[src/rtl/sd_pkg.sv]
// sd_pkg: definitions shared by the SD sample player and its scaler.
//   - SD driver state codes as seen on drv_state
//   - player FSM state encoding (3 bits)
//   - default sample and velocity widths
package sd_pkg;

    localparam int SAMPLE_W_DEF = 16;
    localparam int VEL_W_DEF    = 7;

    localparam logic [2:0] DRV_IDLE        = 3'b000;
    localparam logic [2:0] DRV_BOOT        = 3'b001;
    localparam logic [2:0] DRV_FETCH       = 3'b010;
    localparam logic [2:0] DRV_WAIT        = 3'b011;
    localparam logic [2:0] DRV_FIRST_FETCH = 3'b100;

    typedef enum logic [2:0] {
        ST_IDLE  = 3'd0,
        ST_ARM   = 3'd1,
        ST_PRIME = 3'd2,
        ST_PLAY  = 3'd3,
        ST_FLUSH = 3'd4
    } player_state_t;

endpackage

[src/rtl/sd_sample_scaler.sv]
// sd_sample_scaler: velocity scaling pipeline behind the FIFO pop.
//   in_valid  pop/underrun strobe, same cycle as fifo_rd (T)
//   in_zero   the strobe is an underrun: scale a zero instead of FIFO data
//   flush     kills everything in flight (no output while flushing)
//   velocity  latched note velocity
//   fifo_dout FIFO data, valid the cycle after the pop (T+1)
//   out_sample/out_valid  scaled sample, one-cycle strobe registered at T+2
module sd_sample_scaler
    import sd_pkg::*;
#(
    parameter int SAMPLE_W = SAMPLE_W_DEF,
    parameter int VEL_W    = VEL_W_DEF
) (
    input  logic                clk,
    input  logic                rst,
    input  logic                in_valid,
    input  logic                in_zero,
    input  logic                flush,
    input  logic [VEL_W-1:0]    velocity,
    input  logic [SAMPLE_W-1:0] fifo_dout,
    output logic [SAMPLE_W-1:0] out_sample,
    output logic                out_valid
);

    localparam int PROD_W = SAMPLE_W + VEL_W + 1;

    logic                pend_q, pend_d;
    logic                pend_zero_q, pend_zero_d;
    logic                cap_valid_q, cap_valid_d;
    logic [SAMPLE_W-1:0] cap_sample_q, cap_sample_d;
    logic                out_valid_q, out_valid_d;
    logic [SAMPLE_W-1:0] out_sample_q, out_sample_d;

    logic [VEL_W:0]            vel_p1;
    logic signed [PROD_W-1:0]  sample_ext;
    logic signed [PROD_W-1:0]  vel_ext;
    logic signed [PROD_W-1:0]  prod;

    always_comb begin
        pend_d       = in_valid & ~flush;
        pend_zero_d  = in_zero;
        cap_valid_d  = pend_q & ~flush;
        cap_sample_d = cap_sample_q;
        if (pend_q) begin
            cap_sample_d = pend_zero_q ? '0 : fifo_dout;
        end

        // (velocity+1) is at most 2**VEL_W, so the product always fits PROD_W
        vel_p1     = {1'b0, velocity} + {{VEL_W{1'b0}}, 1'b1};
        sample_ext = {{(VEL_W + 1){cap_sample_q[SAMPLE_W-1]}}, cap_sample_q};
        vel_ext    = {{SAMPLE_W{1'b0}}, vel_p1};
        prod       = sample_ext * vel_ext;

        out_valid_d  = cap_valid_q & ~flush;
        out_sample_d = out_sample_q;
        if (cap_valid_q) begin
            out_sample_d = SAMPLE_W'(prod >>> VEL_W);
        end
    end

    always_ff @(posedge clk or posedge rst) begin
        if (rst) begin
            pend_q       <= 1'b0;
            pend_zero_q  <= 1'b0;
            cap_valid_q  <= 1'b0;
            cap_sample_q <= '0;
            out_valid_q  <= 1'b0;
            out_sample_q <= '0;
        end else begin
            pend_q       <= pend_d;
            pend_zero_q  <= pend_zero_d;
            cap_valid_q  <= cap_valid_d;
            cap_sample_q <= cap_sample_d;
            out_valid_q  <= out_valid_d;
            out_sample_q <= out_sample_d;
        end
    end

    assign out_sample = out_sample_q;
    assign out_valid  = out_valid_q;

endmodule

[src/rtl/sd_sample_player.sv]
// sd_sample_player: consumer end of the SD sample FIFO.
// On note_on it requests a stream from the SD driver (drv_start level), waits
// for data, then pops one sample per sample_tick, scales it by velocity and
// strobes it to the mixer. Handles underrun (zero output, saturating count),
// end of stream and note-off flush (drv_stop level, FIFO drained).
// Ports: clk/rst; note_on/note_off/sample_code_in/velocity from the voice
// allocator; sample_tick audio-rate pulse; drv_state/drv_start/drv_stop/
// drv_sample_code to the driver; fifo_empty/fifo_dout/fifo_rd to the FIFO;
// audio_out/audio_valid to the mixer; busy and underrun_cnt status.
// Optional build macro SP_RETRIGGER_EN: note_on while active flushes and
// re-arms with the new sample code and velocity.
module sd_sample_player
    import sd_pkg::*;
#(
    parameter int SAMPLE_W   = SAMPLE_W_DEF,
    parameter int VEL_W      = VEL_W_DEF,
    parameter int UNDERRUN_W = 8
) (
    input  logic                  clk,
    input  logic                  rst,
    input  logic                  note_on,
    input  logic                  note_off,
    input  logic [7:0]            sample_code_in,
    input  logic [VEL_W-1:0]      velocity,
    input  logic                  sample_tick,
    input  logic [2:0]            drv_state,
    output logic                  drv_start,
    output logic                  drv_stop,
    output logic [7:0]            drv_sample_code,
    input  logic                  fifo_empty,
    input  logic [SAMPLE_W-1:0]   fifo_dout,
    output logic                  fifo_rd,
    output logic [SAMPLE_W-1:0]   audio_out,
    output logic                  audio_valid,
    output logic                  busy,
    output logic [UNDERRUN_W-1:0] underrun_cnt
);

    player_state_t         state_q, state_d;
    logic [7:0]            code_q, code_d;
    logic [VEL_W-1:0]      vel_q, vel_d;
    logic [UNDERRUN_W-1:0] ucnt_q, ucnt_d;
    logic                  scl_valid;
    logic                  scl_zero;
`ifdef SP_RETRIGGER_EN
    logic                  retrig_q, retrig_d;
`endif

    always_comb begin
        state_d   = state_q;
        code_d    = code_q;
        vel_d     = vel_q;
        ucnt_d    = ucnt_q;
        fifo_rd   = 1'b0;
        scl_valid = 1'b0;
        scl_zero  = 1'b0;
        drv_start = (state_q == ST_ARM);
        drv_stop  = (state_q == ST_FLUSH);
`ifdef SP_RETRIGGER_EN
        retrig_d  = retrig_q;
`endif

        unique case (state_q)
            ST_IDLE: begin
                if (note_on && !note_off) begin
                    code_d  = sample_code_in;
                    vel_d   = velocity;
                    ucnt_d  = '0;
                    state_d = ST_ARM;
                end
            end
            ST_ARM, ST_PRIME, ST_PLAY: begin
                // note_off outranks both retrigger and a same-cycle tick
                if (note_off) begin
                    state_d = ST_FLUSH;
                end
`ifdef SP_RETRIGGER_EN
                else if (note_on) begin
                    code_d   = sample_code_in;
                    vel_d    = velocity;
                    retrig_d = 1'b1;
                    state_d  = ST_FLUSH;
                end
`endif
                else if (state_q == ST_ARM) begin
                    if (drv_state != DRV_IDLE) state_d = ST_PRIME;
                end else if (state_q == ST_PRIME) begin
                    if (!fifo_empty)                 state_d = ST_PLAY;
                    else if (drv_state == DRV_IDLE)  state_d = ST_IDLE;
                end else if (sample_tick) begin
                    if (!fifo_empty) begin
                        fifo_rd   = 1'b1;
                        scl_valid = 1'b1;
                    end else if (drv_state != DRV_IDLE) begin
                        scl_valid = 1'b1;
                        scl_zero  = 1'b1;
                        if (ucnt_q != '1) ucnt_d = ucnt_q + UNDERRUN_W'(1);
                    end else begin
                        state_d = ST_IDLE;
                    end
                end
            end
            ST_FLUSH: begin
                fifo_rd = !fifo_empty;
`ifdef SP_RETRIGGER_EN
                if (note_off) retrig_d = 1'b0;
`endif
                if (fifo_empty && drv_state == DRV_IDLE) begin
`ifdef SP_RETRIGGER_EN
                    if (retrig_d) begin
                        retrig_d = 1'b0;
                        ucnt_d   = '0;
                        state_d  = ST_ARM;
                    end else begin
                        state_d  = ST_IDLE;
                    end
`else
                    state_d = ST_IDLE;
`endif
                end
            end
            default: state_d = ST_IDLE;
        endcase
    end

    always_ff @(posedge clk or posedge rst) begin
        if (rst) begin
            state_q <= ST_IDLE;
            code_q  <= '0;
            vel_q   <= '0;
            ucnt_q  <= '0;
        end else begin
            state_q <= state_d;
            code_q  <= code_d;
            vel_q   <= vel_d;
            ucnt_q  <= ucnt_d;
        end
    end

`ifdef SP_RETRIGGER_EN
    always_ff @(posedge clk or posedge rst) begin
        if (rst) retrig_q <= 1'b0;
        else     retrig_q <= retrig_d;
    end
`endif

    sd_sample_scaler #(
        .SAMPLE_W (SAMPLE_W),
        .VEL_W    (VEL_W)
    ) u_scaler (
        .clk        (clk),
        .rst        (rst),
        .in_valid   (scl_valid),
        .in_zero    (scl_zero),
        .flush      (state_q == ST_FLUSH),
        .velocity   (vel_q),
        .fifo_dout  (fifo_dout),
        .out_sample (audio_out),
        .out_valid  (audio_valid)
    );

    assign drv_sample_code = code_q;
    assign busy            = (state_q != ST_IDLE);
    assign underrun_cnt    = ucnt_q;

endmodule
[config.mk]
export PLATFORM = sky130hd
export DESIGN_NAME = sd_sample_player
export DESIGN_NICKNAME = d
export VERILOG_FILES = /design/src/rtl/sd_pkg.sv /design/src/rtl/sd_sample_scaler.sv /design/src/rtl/sd_sample_player.sv
export SDC_FILE = /design/constraint.sdc
export NUM_CORES = 1
export LEC_CHECK = 0
export BUFFER_PORTS_ARGS = -buffer_cell sky130_fd_sc_hd__buf_2
export CORE_UTILIZATION = 40
export CTS_BUF_LIST = sky130_fd_sc_hd__clkbuf_4 sky130_fd_sc_hd__clkbuf_8
export CTS_CLUSTER_DIAMETER = 150
export DETAILED_ROUTE_END_ITERATION = 8
export GPL_TIMING_DRIVEN = 0
export MAX_ROUTING_LAYER = met4
export SYNTH_ARGS = -nofsm -noshare
export SYNTH_HDL_FRONTEND = slang
export SYNTH_SLANG_ARGS = --single-unit
[constraint.sdc]
create_clock -name clk -period 12.21 [get_ports clk]
set_input_delay 0.6105 -clock clk [delete_from_list [all_inputs] [get_ports clk]]
set_output_delay 0.6105 -clock clk [all_outputs]
set_load 0.02 [all_outputs]
==> flow_metrics.env, run 1 <==
export IMPL_fin_ws_ns=5.99
export IMPL_clk_pin_slew_ns=0.08
export IMPL_synth_mux_area_share_pct=4.60
export IMPL_initial_core_util_pct=41.0
export IMPL_coreArea_sq_mm=0.0166
export IMPL_core_rowCount=47
export IMPL_post_cts_resized=0
export IMPL_grt_pass1_wl_mm=26.1
export IMPL_viasPerCell=4.80
export IMPL_layout_drive_gt1_share_pct=16.4
export IMPL_track_usage_pct=19.7
export IMPL_dr_pass1_iters=5
export IMPL_ant_nets=0
export IMPL_tightestPinTransition_ns=1.14
export IMPL_insertion_delay_ns=0.37
export IMPL_layout_common_cells="inv_1, fa_1, buf_2"
export IMPL_rsz0062_at_grt="false"
export IMPL_post_cts_setup_buffers=0
export IMPL_die_x_um=133
export IMPL_drc=0
export IMPL_rr_worst_depth=19
export IMPL_criticalPathCategory="reg2reg"
export IMPL_final_setup_skew_ns=0.0189
export IMPL_synth_simple_gate_area_share_pct=15.8
export IMPL_synth_edf_count=0
export IMPL_netlist_area_sq_mm=0.00682
export IMPL_detailed_place_hpwl_mm=12.2
export IMPL_synth_xor_area_share_pct=4.11
export IMPL_boundaryPins=77
export IMPL_wl_mm=15.0
export IMPL_syn_nets=903
export IMPL_ys_async_sr_fraction_pct=100
export IMPL_hold_class="in2async"
export IMPL_hold_viol=0
export IMPL_numCtsBuffers=9
export IMPL_vias=4966
export IMPL_finalCriticalPeriod_ns=6.22
export IMPL_grt_pass1_vias=5302
export IMPL_clk_path_buf_depth=2
export IMPL_mostFrequentLayoutCell="inv_1"
export IMPL_htree_levels=3
export IMPL_synth_top_family_by_area="adder cells"
export IMPL_synthCells=724
export IMPL_overflow=0
export IMPL_synth_seq_cells=62
export IMPL_avgSynthCellArea_sq_um=9.42
export IMPL_grt_max_degree=63
export IMPL_wl_per_cell_um=14.5
export IMPL_fp_dieH_um=133
export IMPL_required_ns=12.47
export IMPL_synth_main_ff_cell="dfrtp_1"
export IMPL_drt_iter0_markers=149
export IMPL_setup_viol=0
export IMPL_hold_slack_ns=0.389
export IMPL_clkSinkCount=62
export IMPL_start_kind="flip-flop"
export IMPL_yosys_area_share_adder_pct=36.1
export IMPL_r2r_start="vel_q[1]"
export IMPL_timing_final_crit_share_pct=50.9
export IMPL_yosysUniqueCellTypes=52
export IMPL_antenna_found_initial=0
export IMPL_critPathArrivalTime_ns=6.48
export IMPL_rr_endpoint="u_scaler.out_sample[13]"
export IMPL_fmax_ghz=0.161
export IMPL_layout_nets=989
export IMPL_cp_max_fo=10
export IMPL_area_delta_synth_final_pct=12.8
export IMPL_dp_slack_ns=5.95
export IMPL_fin_setup_tns_ns=0
export IMPL_drv_cap=0
export IMPL_gp_congestion=0.872
export IMPL_antenna_cells=0
export IMPL_numPortBuffers=75
export IMPL_cts_tree="built"
export IMPL_yosysWarningCount=0
export IMPL_dieArea_sq_mm=0.0176
export IMPL_synth_compound_gate_area_share_pct=6.73
export IMPL_crit_path_end_kind="flip-flop"
export IMPL_ff2ff_setup_slack_ns=5.99
export IMPL_status="complete, no violations"
export IMPL_slew_headroom_pct=23.7
export IMPL_synth_seq_area_share_pct=22.7
export IMPL_cts_hold_buf=0
export IMPL_cts_root_buf="clkbuf_8"
export IMPL_drv_slew=0
how the worst max path moves through the flow:
stage                        start                       to  cells after the start
after floorplan           vel_q[0]  u_scaler.out_sample[15]                     18
after global placement    vel_q[1]  u_scaler.out_sample[13]                     19
after detailed placement  vel_q[1]  u_scaler.out_sample[13]                     19
after CTS                 vel_q[1]  u_scaler.out_sample[13]                     19
after global routing      vel_q[0]  u_scaler.out_sample[13]                     19
final                     vel_q[1]  u_scaler.out_sample[13]                     19
registers in the layout (all words and copies together), names as in the netlist:
name                   flops
u_scaler.pend_q            1
drv_sample_code            8
u_scaler.cap_sample_q     16
u_scaler.pend_zero_q       1
vel_q                      7
state_q                    3
u_scaler.cap_valid_q       1
u_scaler.out_valid         1
underrun_cnt               8
u_scaler.out_sample       16
through the flow:
| stage | instance area [sq um] | utilization, % | cells |
|---|---|---|---|
| after floorplan | 6820 | - | 724 |
| after global placement | 7470 | 44.9 | 1019 |
| after detailed placement | 7480 | 44.9 | 1019 |
| after CTS | 7690 | 46.2 | 1035 |
| after global routing | 7690 | 46.2 | 1035 |
| final | 7690 | 46.2 | 1035 |
worst max-delay path, stage by stage (launching register included):
cell,delay [ns]
dfrtp_1,0.43
ha_1,0.25
xor2_1,0.66
clkbuf_1,0.44
nand2_1,0.14
fa_1,0.51
inv_1,0.06
fa_1,0.50
fa_1,0.55
inv_1,0.05
fa_1,0.53
inv_1,0.04
ha_1,0.30
and3_1,0.16
nand4_1,0.18
a31o_1,0.31
a221oi_2,0.43
a21oi_1,0.18
xnor2_1,0.15
mux2_2,0.26
cells in the mapped netlist (all sizes together) (2+ instances only):
master     n  area (sq um)
a2111oi    2          55.1
a21oi     17          85.1
a31o       3          26.3
and2      22           138
and3       2          12.5
and4       2          17.5
buf        4          20.0
clkbuf    15          56.3
dfrtp     62          1550
fa        96          1920
ha        43           538
inv      160           601
mux2      27           304
nand2     61           236
nand2b    19           119
nand3     10          50.1
nand3b    16           120
nand4      5          31.3
nor2      65           251
nor3       5          30.0
o211ai     2          15.0
o21ai     27           135
or3        6          42.5
xnor2     15           131
xor2      17           149
kinds of logic (layout without fill, tap and decap cells):
logic type | after synthesis | count (layout)
compound gates | 67 | 67
flops | 62 | 62
buf+inv | 179 | 270
mux | 28 | 28
fa+ha+maj | 139 | 139
xor+xnor | 32 | 32
simple gates | 217 | 217
cell type report:
class                   instances  area, sq um
plain buffers                  19         76.3
flip-flops and latches         62         1550
repair buffers                 75          375
well taps                     220          275
multi-input cells             483         4590
clock buffers                  12          165
fillers                      1624         8950
inverters                     160          603
clock inverters                 4         52.6
layer usage:
| metal | GRT usage [%] | share of wire [%] |
|---|---|---|
| met1 | 25.3 | 46 |
| met2 | 32.2 | 49 |
| met3 | 3.10 | 3.9 |
| met4 | 5.30 | 1.2 |
| met5 | - | 0 |
Power of run 1 is left out: the tool's default activity adds up to more than one toggle a clock period on the data nets, which glitch-free logic cannot reach.
==> run 2: changes to the inputs <==
==> constraint.sdc (replaced) <==
create_clock -name clk -period 5.54 [get_ports clk]
set_input_delay 0.277 -clock clk [delete_from_list [all_inputs] [get_ports clk]]
set_output_delay 0.277 -clock clk [all_outputs]
set_load 0.02 [all_outputs]
==> run 2 against run 1 <==
Net effect: setup slack lost 5.8 ns; via count grew 2.1%; final cell count is 1.4% higher; utilization is 2.2 points higher; final area increased by 4.7%; critical path type unchanged; sequential share of layout area is 0.83 points lower; worst hold slack got worse by 0.34 ns.
==> flow_metrics.env, run 2 (synthesis results as in run 1) <==
export IMPL_status="complete, no violations"
export IMPL_criticalPathCategory="reg2reg"
export IMPL_timing_final_crit_share_pct=96.7
export IMPL_slew_headroom_pct=46.3
export IMPL_clk_pin_slew_ns=0.08
export IMPL_viasPerCell=4.83
export IMPL_detailed_place_hpwl_mm=12.2
export IMPL_cp_max_fo=10
export IMPL_drt_iter0_markers=146
export IMPL_top_layer_used="met4"
export IMPL_drc=0
export IMPL_vias=5069
export IMPL_cts_root_buf="clkbuf_8"
export IMPL_numPortBuffers=75
export IMPL_wl_per_cell_um=14.7
export IMPL_layout_nets=1003
export IMPL_wl_met2_mm=7.46
export IMPL_antenna_found_initial=0
export IMPL_cp_common_cell="fa_1"
export IMPL_coreArea_sq_mm=0.0166
export IMPL_layout_drive_gt1_share_pct=21.5
export IMPL_dieArea_sq_mm=0.0176
export IMPL_initial_core_util_pct=41.0
export IMPL_grt_pass1_wl_mm=26.2
export IMPL_seq_area_sq_mm=0.00156
export IMPL_clk_path_buf_depth=2
export IMPL_finalCriticalPeriod_ns=5.36
export IMPL_gp_congestion=0.872
export IMPL_required_ns=5.81
export IMPL_area_delta_synth_final_pct=18.1
export IMPL_hold_viol=0
export IMPL_grt_max_degree=63
export IMPL_met1_length_mm=7.02
export IMPL_grt_pass1_vias=5355
export IMPL_track_usage_pct=19.8
export IMPL_core_rowCount=47
export IMPL_cts_tree="built"
export IMPL_layoutNonFillerInstCount=1049
export IMPL_antenna_cells=0
export IMPL_drv_slew=0
export IMPL_cp_slowest_cell="fa_1"
export IMPL_crit_chain="buf_8 > nand2_2 > nor2_4 > xor2_2 > nand2_1 > fa_1 > fa_1 > inv_1 > fa_1 > inv_1 > fa_1 > inv_1 > ha_1 > and3_1 > nand4_1 > a31o_1 > a221oi_4 > a21oi_2 > xnor2_1 > mux2_2"
export IMPL_dp_cells=1019
export IMPL_tightestPinTransition_ns=0.805
export IMPL_layout_common_cells="inv_1, fa_1, buf_2"
export IMPL_mostFrequentLayoutCell="inv_1"
export IMPL_ant_nets=0
export IMPL_fp_dieH_um=133
export IMPL_overflow=0
export IMPL_start_kind="flip-flop"
export IMPL_insertion_delay_ns=0.37
export IMPL_clkSinkCount=62
export IMPL_cts_hold_buf=0
export IMPL_setup_viol=0
export IMPL_final_setup_skew_ns=0.0196
export IMPL_critPathArrivalTime_ns=5.63
export IMPL_boundaryPins=77
export IMPL_fmax_ghz=0.187
export IMPL_multi_input_area_sq_mm=0.00481
export IMPL_dr_pass1_iters=5
export IMPL_drv_cap=0
export IMPL_wl_mm=15.4
export IMPL_die_x_um=133
export IMPL_slowest_delay_ns=0.55
export IMPL_numCtsBuffers=9
export IMPL_hold_class="in2async"
export IMPL_htree_levels=3
export IMPL_nFillCells=1589
export IMPL_wl_met3_um=678
export IMPL_crit_path_end_kind="flip-flop"
==> run 2: cell types whose count changed in the layout (fill, tap and decap cells not counted), moves of 4 or more <==
cell      before  now
buf_4          0   12
clkbuf_1      15    9
dfrtp_1       62   57
dfrtp_2        0    5
xor2_1        17   12
xor2_4         0    4
==> run 2: cell type report <==
class                           instances  share of cell area (%)
Sequential cell                        62                    19.3
Clock inverter                          4                   0.652
Clock buffer                           12                    2.05
Multi-Input combinational cell        484                    59.7
Buffer                                 19                    1.48
Tap cell                              220                    3.42
Inverter                              160                    7.48
Timing Repair Buffer                   88                    5.92
==> run 2: per-stage QoR <==
stage	setup slack [ns]	hold slack [ns]	TNS (ns)	cell area (sq um)	utilization, %
3_3_place_gp	-0.653	0.485	-4.01	7470	44.9
6_report	0.181	0.0520	0	8060	48.4
4_1_cts	0.0240	0.0807	0	7920	47.6
3_5_place_dp	-0.725	0.491	-4.74	7480	44.9
2_1_floorplan	0.313	0.417	0	6820	-
5_1_grt	-0.00921	0.119	-0.0134	8060	48.4
==> run 2: worst max-delay path: cells and delay by family (launching register included) <==
family | cells | cell delay [ns]
DFF | 1 | 0.41
and+or+nand+nor | 5 | 0.75
xor gates and xnor gates | 2 | 0.36
adders and majority gates | 5 | 2.36
muxes | 1 | 0.26
buffers and inverters | 4 | 0.29
AOI/OAI and AO/OA | 3 | 0.83
==> run 2: final timing paths <==
check	from	endpoint	slack, ns	depth (start not counted)
setup / recovery	vel_q[0]	u_scaler.out_sample[13]	0.18	20
setup reg to reg	vel_q[0]	u_scaler.out_sample[13]	0.18	20
hold reg to reg	u_scaler.out_sample[3]	u_scaler.out_sample[3]	0.50	1
hold / removal	rst	u_scaler.out_sample[14]	0.05	2
min in group clk	sample_code_in[1]	drv_sample_code[1]	0.13	2
max in group asynchronous	rst	vel_q[3]	4.90	2
==> run 2: per-layer routing <==
metal / track usage (%) / vias to the layer above
met5: - / -
met4: 5.30 / 0
met3: 4.06 / 17
met2: 32.3 / 128
met1: 24.9 / 2492
li1: - / 2432
==> run 2: timing repair <==
item,CTS,global route
cloned,0,1
endpoints found under the setup margin,12,4
pin swaps,5,15
gates resized for setup,36,18
endpoints found under the hold margin,0,0
buffers inserted,4,9
Power of run 2 is left out for the same reason.
==> run 3: changes to the inputs <==
--- a/config.mk
+++ b/config.mk
@@ -12,6 +12,7 @@
 export DETAILED_ROUTE_END_ITERATION = 8
 export GPL_TIMING_DRIVEN = 0
 export MAX_ROUTING_LAYER = met4
+export SETUP_SLACK_MARGIN = 0.3
 export SYNTH_ARGS = -nofsm -noshare
 export SYNTH_HDL_FRONTEND = slang
 export SYNTH_SLANG_ARGS = --single-unit
==> run 3 against run 2 <==
Net effect: sequential share of layout area decreased by 0.88 points; utilization grew 2.3 points; first-iteration DRC count is 18% higher; clock skew shrank 0.0010 ns; worst hold slack improved by 0.0044 ns; register-to-register slack improved by 0.12 ns; setup slack improved by 0.12 ns; wire length grew 4.4%; non-clock buffer count increased by 28; global-route usage is 0.78 points higher; critical endpoint is now u_scaler.out_sample[15].
==> flow_metrics.env, run 3 (synthesis results as in run 1) <==
export IMPL_cts_root_buf="clkbuf_8"
export IMPL_layout_drive_gt1_share_pct=26.4
export IMPL_clkSinkCount=62
export IMPL_vias=5151
export IMPL_cts_tree="built"
export IMPL_dieArea_sq_mm=0.0176
export IMPL_rr_endpoint="u_scaler.out_sample[15]"
export IMPL_hold_viol=0
export IMPL_core_rowCount=47
export IMPL_grt_max_degree=63
export IMPL_antenna_found_initial=0
export IMPL_clk_path_buf_depth=2
export IMPL_hold_class="in2async"
export IMPL_mostFrequentLayoutCell="inv_1"
export IMPL_cts_hold_buf=0
export IMPL_drv_slew=0
export IMPL_ff2ff_setup_slack_ns=0.30
export IMPL_required_ns=5.83
export IMPL_fin_ws_ns=0.302
export IMPL_cp_max_fo=4
export IMPL_grt_pass1_vias=5504
export IMPL_critPathArrivalTime_ns=5.53
export IMPL_slew_headroom_pct=46.8
export IMPL_layoutNonFillerInstCount=1076
export IMPL_status="complete, no violations"
export IMPL_slowest_delay_ns=0.54
export IMPL_insertion_delay_ns=0.37
export IMPL_layout_nets=1030
export IMPL_clk_pin_slew_ns=0.08
export IMPL_timing_final_crit_share_pct=94.5
export IMPL_final_setup_skew_ns=0.0186
export IMPL_cp_common_cell="fa_1"
export IMPL_start_kind="flip-flop"
export IMPL_area_delta_synth_final_pct=23.7
export IMPL_grt_pass1_wl_mm=27.2
export IMPL_cp_slowest_cell="fa_1"
export IMPL_drc=0
export IMPL_crit_chain="ha_4 > nand3_4 > xor2_4 > buf_6 > buf_6 > buf_4 > buf_4 > nor2_1 > fa_1 > inv_1 > fa_1 > fa_1 > fa_1 > inv_1 > ha_1 > a2111oi_4 > a221oi_4 > a41o_1 > or3_1 > a31oi_1"
export IMPL_fp_dieH_um=133
export IMPL_rsz0062_at_grt="true"
export IMPL_crit_path_end_kind="flip-flop"
export IMPL_r2r_start="vel_q[0]"
export IMPL_drv_cap=0
export IMPL_layout_common_cells="inv_1, fa_1, buf_2"
export IMPL_criticalPathCategory="reg2reg"
export IMPL_rr_worst_depth=20
export IMPL_setup_viol=0
export IMPL_coreArea_sq_mm=0.0166
export IMPL_wl_per_cell_um=14.9
export IMPL_viasPerCell=4.79
export IMPL_antenna_cells=0
export IMPL_boundaryPins=77
export IMPL_wl_mm=16.1
export IMPL_overflow=0
export IMPL_crit_path_start="vel_q[0]"
export IMPL_finalCriticalPeriod_ns=5.24
export IMPL_gp_congestion=0.872
export IMPL_dr_pass1_iters=4
export IMPL_crit_end="u_scaler.out_sample[15]"
export IMPL_htree_levels=3
export IMPL_drt_iter0_markers=172
export IMPL_detailed_place_hpwl_mm=12.2
export IMPL_ant_nets=0
export IMPL_fmax_ghz=0.191
export IMPL_track_usage_pct=20.5
export IMPL_tightestPinTransition_ns=0.798
export IMPL_die_x_um=133
export IMPL_utilization_pct=50.7
export IMPL_numPortBuffers=75
export IMPL_initial_core_util_pct=41.0
export IMPL_dp_slack_ns=-0.725
export IMPL_numCtsBuffers=9
export IMPL_dp_cells=1019
[run 3: metrics by stage]
step,setup TNS [ns],area [sq um],hold slack (ns)
floorplan,0,6820,0.417
global placement,-4.01,7470,0.485
detailed placement,-4.74,7480,0.491
CTS,0,8220,0.0807
global route,0,8440,0.120
finish,0,8440,0.0564
[run 3: worst min path at each step]
stage,start,endpoint,cells after the start
after floorplan,note_off,state_q[2],1
after global placement,u_scaler.out_sample[2],u_scaler.out_sample[2],1
after detailed placement,drv_sample_code[5],drv_sample_code[5],1
after CTS,rst,u_scaler.out_sample[14],2
after global routing,rst,u_scaler.out_sample[14],2
final,rst,u_scaler.out_sample[14],2
[run 3: what timing repair did]
item,CTS,global route
pin swaps,21,25
resized for setup,54,36
cloned,1,0
setup endpoints to repair,15,9
buffers inserted,28,12
[run 3: per-layer routing]
layer	track usage (%)	vias to the layer above	share of wire, %
met2	33.8	107	50
met3	3.83	16	4.0
met4	5.30	0	1.4
li1	-	2479	-
met5	-	-	0
met1	26.0	2549	45
[run 3: final cells by class]
cell class | instances | area [sq um]
clock buffer | 12 | 165
inverter | 160 | 603
buffer | 19 | 134
sequential | 62 | 1560
clock inverter | 4 | 52.6
tap | 220 | 275
timing repair buffer | 116 | 722
multi-input combinational | 483 | 4930
fill | 1552 | 8200
[run 3: worst max-delay path: cells and delay by family (launching register included)]
family | cells | cell delay (ns)
AO/OA/AOI/OAI | 4 | 0.87
XOR/XNOR | 1 | 0.20
adder cells (fa/ha/maj) | 6 | 2.41
buffers and inverters | 6 | 0.63
flip-flops | 1 | 0.43
AND/OR/NAND/NOR | 3 | 0.62
Power of run 3 is left out for the same reason.
